==> src/rtl/seq_divider.sv <==
// Iterative restoring divider: one quotient bit per clock, valid/ready on both sides.
// Define APPROX_DIV_EN to skip the low TRUNC_BITS quotient bits (shorter latency, truncated result).
module seq_divider #(
  parameter int DIVIDEND_W = 14,
  parameter int DIVISOR_W  = 7,
  parameter int TRUNC_BITS = 4
) (
  input  logic                  clk,
  input  logic                  rst_n,
  input  logic                  in_valid,
  output logic                  in_ready,
  input  logic [DIVIDEND_W-1:0] dividend,
  input  logic [DIVISOR_W-1:0]  divisor,
  output logic                  out_valid,
  input  logic                  out_ready,
  output logic [DIVIDEND_W-1:0] quotient,
  output logic [DIVISOR_W-1:0]  remainder,
  output logic                  div_by_zero
);

  localparam logic [1:0] IDLE = 2'd0;
  localparam logic [1:0] CALC = 2'd1;
  localparam logic [1:0] DONE = 2'd2;

`ifdef APPROX_DIV_EN
  localparam int N_ITER = DIVIDEND_W - TRUNC_BITS;
`else
  localparam int N_ITER = DIVIDEND_W;
`endif
  localparam int CNT_W = $clog2(DIVIDEND_W + 1);
  localparam logic [CNT_W-1:0] N_LOAD = CNT_W'(N_ITER);

  if (DIVIDEND_W < DIVISOR_W || TRUNC_BITS >= DIVIDEND_W) begin : g_param_check
    $error("seq_divider: illegal parameter combination");
  end

  // One restoring step: returns {quotient bit, new partial remainder}.
  // The remainder after a step is always below the divisor, so DIVISOR_W bits hold it.
  function automatic logic [DIVISOR_W:0] restore_step(
    input logic [DIVISOR_W:0]   r_in,
    input logic [DIVISOR_W-1:0] d
  );
    logic [DIVISOR_W:0] dx;
    dx = {1'b0, d};
    if (r_in >= dx) restore_step = {1'b1, DIVISOR_W'(r_in - dx)};
    else            restore_step = {1'b0, r_in[DIVISOR_W-1:0]};
  endfunction

  logic [1:0]            state;
  logic [DIVIDEND_W-1:0] dvd_sr;
  logic [DIVISOR_W-1:0]  dvs;
  logic [DIVISOR_W-1:0]  r_acc;
  logic [DIVIDEND_W-1:0] q_acc;
  logic [CNT_W-1:0]      cnt;

  logic [DIVISOR_W:0]    r_shift;
  logic [DIVISOR_W:0]    step;
  logic [DIVIDEND_W-1:0] q_next;
  logic [DIVIDEND_W-1:0] q_final;

  always_comb begin
    r_shift = {r_acc, dvd_sr[DIVIDEND_W-1]};
    step    = restore_step(r_shift, dvs);
    q_next  = DIVIDEND_W'({q_acc, step[DIVISOR_W]});
`ifdef APPROX_DIV_EN
    q_final = q_next << TRUNC_BITS;
`else
    q_final = q_next;
`endif
  end

  assign in_ready  = (state == IDLE);
  assign out_valid = (state == DONE);

  always_ff @(posedge clk or negedge rst_n) begin
    if (!rst_n) begin
      state       <= IDLE;
      dvd_sr      <= '0;
      dvs         <= '0;
      r_acc       <= '0;
      q_acc       <= '0;
      cnt         <= '0;
      quotient    <= '0;
      remainder   <= '0;
      div_by_zero <= 1'b0;
    end else begin
      case (state)
        IDLE: begin
          if (in_valid) begin
            dvd_sr <= dividend;
            dvs    <= divisor;
            r_acc  <= '0;
            q_acc  <= '0;
            cnt    <= N_LOAD;
            if (divisor == '0) begin
              quotient    <= '1;
              remainder   <= dividend[DIVISOR_W-1:0];
              div_by_zero <= 1'b1;
              state       <= DONE;
            end else begin
              state <= CALC;
            end
          end
        end
        CALC: begin
          dvd_sr <= dvd_sr << 1;
          r_acc  <= step[DIVISOR_W-1:0];
          q_acc  <= q_next;
          cnt    <= cnt - CNT_W'(1);
          // The last iteration publishes its result directly so DONE needs no extra cycle.
          if (cnt == CNT_W'(1)) begin
            quotient    <= q_final;
            remainder   <= step[DIVISOR_W-1:0];
            div_by_zero <= 1'b0;
            state       <= DONE;
          end
        end
        DONE: begin
          if (out_ready) state <= IDLE;
        end
        default: state <= IDLE;
      endcase
    end
  end

endmodule

==> config.mk <==
export PLATFORM = sky130hd
export DESIGN_NAME = seq_divider
export DESIGN_NICKNAME = d
export VERILOG_FILES = /design/src/rtl/seq_divider.sv
export SDC_FILE = /design/constraint.sdc
export NUM_CORES = 1
export LEC_CHECK = 0
export ABC_CLOCK_PERIOD_IN_PS = 2700
export CAP_MARGIN = 10
export CORE_MARGIN = 3
export CORE_UTILIZATION = 45
export CTS_BUF_LIST = sky130_fd_sc_hd__clkbuf_4 sky130_fd_sc_hd__clkbuf_8
export DETAILED_ROUTE_END_ITERATION = 8
export PLACE_DENSITY = 0.66
export SYNTH_ARGS = -nofsm -noshare
export SYNTH_HDL_FRONTEND = slang
export SYNTH_SLANG_ARGS = --single-unit
==> constraint.sdc <==
create_clock -name clk -period 2.7 [get_ports clk]
set_clock_uncertainty 0.05 [all_clocks]
set_input_delay 0.54 -clock clk [delete_from_list [all_inputs] [get_ports clk]]
set_output_delay 0.54 -clock clk [all_outputs]
set_load 0.01 [all_outputs]
==> results_dict.tcl, run 1 <==
set metrics [dict create \
    status "complete, no violations" \
    end_kind "register" \
    drc_errors 0 \
    syn_area_per_cell_um2 9.97 \
    ioPinCount 49 \
    dr_total_vias 2490 \
    cp_slowest_cell "fa_1" \
    synth_edf_count 0 \
    cts_resized 0 \
    cts_buffers 9 \
    powerDensity_nw_per_um2 1280 \
    die_h_um 90.9 \
    syn_area_um2 3240 \
    nets 410 \
    rows 30 \
    drtAntennaViolNets 0 \
    finalPower_w 0.00516 \
    grt_start_max_net_pins 53 \
    rsz0062_at_grt "no" \
    period_minus_slack_ps 2380 \
    ys.flop_type "dfrtp_1" \
    hp-class "in -> async" \
    yosysUniqueCellTypes 45 \
    path_max_fanout 4 \
    arrival_ps 2520 \
    drt_first_pass_iters 4 \
    synthCells 325 \
    grt_pass1_vias 2460 \
    antenna_found_initial 0 \
    final_cell_mix "dfrtp_1 (69), nand2_1 (47), clkdlybuf4s50_1 (47)" \
    crit_type "reg -> reg" \
    syn_to_final_growth_pct 24.5 \
    wirelength_um 6970 \
    yosysWarnings 0 \
    tns_ps 0 \
    path_clk_slew_ps 80 \
    setup-violations-final 0 \
    synthesis.nets 360 \
    die_area_um2 8260 \
    wl_met3_um 298 \
    drtIter0Drc 158 \
    grt_first_pass_wirelength_um 11800 \
    dp_hpwl_um 4890 \
    cts_tree "built" \
    peakVddDrop_mv 0.490 \
    grt-ovfl-total 0 \
    layout_commonest_cell "dfrtp_1" \
    initial_core_util 0.469 \
    diodes 0 \
    async_reset_ff_frac 1.00 \
    met1_length_um 3320 \
    slew_violations 0 \
    final_area_um2 4040 \
    crit_path_max_incr_delay_ps 400 \
    grtUsageTotal 0.179 \
    cpMostUsedCell "inv_1" \
    crit_chain "inv_1 -> ha_1 -> inv_1 -> fa_1 -> nand3_1 -> a31oi_1 -> nor2b_1 -> buf_4 -> mux2i_1 -> o21ai_0" \
    ys_ff_latch 69 \
    period_share 0.880 \
    relSlewSlack 0.479 \
    startpoint_type "register" \
    dp_cells 460 \
    layoutNonFillerInstCount 476 \
    cp.required_ps 2840 \
    place.gp.congestion 0.848 \
    hold_slack_ps 176 \
    tightestPinTransition_ps 781 \
    yosysSeqAreaShare 0.533 \
    wl_per_cell_um 14.6 \
    chipWidth_um 90.9 \
    max_clock_freq_mhz 421 \
    wl_met2_um 3250 \
    hold_viol_final 0 \
    cts_buffer_depth 2 \
    p_leak_nw 1.83 \
    drive_above_1_share 0.0842 \
    holdBufCountCts 0 \
    vias_per_cell 5.23 \
    io_buffer_count 48 \
    core_area_um2 6910 \
    clock-sinks 69 \
    top_layer "met4" \
    postCtsSetupRepairBufs 0 \
    clock-root-buffer "clkbuf_8" \
    drv_cap 0 \
    place_area_um2 3840 \
    clock_latency_ps 340 \
    cts_max_level 3 \
]
-- worst paths after layout --
check | startpoint | end | slack, ps | depth (start not counted)
setup / recovery | dvd_sr[13] | r_acc[5] | 320 | 10
hold reg to reg | dvd_sr[11] | dvd_sr[11] | 430 | 2
max in group asynchronous | rst_n | cnt[3] | 1770 | 2
min in group clk | dvd_sr[11] | dvd_sr[11] | 430 | 2
hold / removal | rst_n | quotient[10] | 180 | 1
setup reg to reg | dvd_sr[13] | r_acc[5] | 320 | 10
-- synthesized netlist by cell type, types with 3 or more instances --
cell / instances / share of area
a31oi_1: 3 / 0.0058
clkbuf_1: 11 / 0.013
nand2_1: 47 / 0.054
nor2_1: 31 / 0.036
or3_1: 4 / 0.0077
inv_1: 15 / 0.017
mux2i_1: 13 / 0.040
nor3b_1: 3 / 0.0069
a22o_1: 13 / 0.035
dfrtp_1: 69 / 0.53
nor2b_1: 4 / 0.0077
nand3_1: 3 / 0.0046
o221ai_1: 3 / 0.0081
a21oi_1: 8 / 0.012
ha_1: 9 / 0.035
o21ai_0: 30 / 0.046
nand2b_1: 4 / 0.0077
nor3_1: 15 / 0.023
a21o_1: 6 / 0.014
-- cell type report --
cell class              count  area [µm²]
clock buffers               9         124
clock inverters             7        73.8
fillers                   633        2870
inverters                  15        56.3
multi-input cells         224        1380
flip-flops and latches     69        1730
well taps                  96         120
repair buffers             56         561
-- per-layer routing --
layer  up-vias  track usage
met1      1203        0.249
met2        50        0.276
met4         0       0.0716
met5         -            0
li1       1230            -
met3         7       0.0333
-- logic make-up (layout without fill, tap and decap cells) --
family,after synthesis,in the layout,synth area share
DFF,69,69,0.533
xor gates and xnor gates,3,3,0.00811
and+or+nand+nor,121,121,0.174
adders and majority gates,10,10,0.0409
muxes,15,15,0.0471
AOI/OAI and AO/OA,75,75,0.152
buffers and inverters,32,87,0.0448
-- per-stage QoR --
stage | setup WS, ps | util
finish | 323 | 0.585
CTS | 378 | 0.585
global route | 214 | 0.585
detailed placement | 192 | 0.556
floorplan | 567 | -
global placement | 223 | 0.556
-- state kept, by name (all words and copies together), names as in the netlist --
name         flops
cnt              4
div_by_zero      1
dvd_sr          14
dvs              7
q_acc           13
quotient        14
r_acc            7
remainder        7
state            2
-- worst max-delay path, delay by kind of cell (launching register included) --
family,cells,cell delay (ps)
muxes,1,350
DFF,1,390
buffers and inverters,3,300
and+or+nand+nor,2,350
adders and majority gates,2,550
AOI/OAI and AO/OA,2,240
-- where the power goes --
| group | internal [W] | switching, W | total (W) |
|---|---|---|---|
| Combinational | 0.00119 | 0.00130 | 0.00248 |
| Sequential | 0.00152 | 0.000312 | 0.00183 |
| Clock | 0.000431 | 0.000407 | 0.000838 |
No activity file was read; power rests on OpenSTA's default activity.
==> inputs of run 2 (changes only) <==
Settings changed: GPL_ROUTABILITY_DRIVEN set to 0.
==> results of run 2 <==
No change in the layout: final DEF, timing and power equal those of run 1.
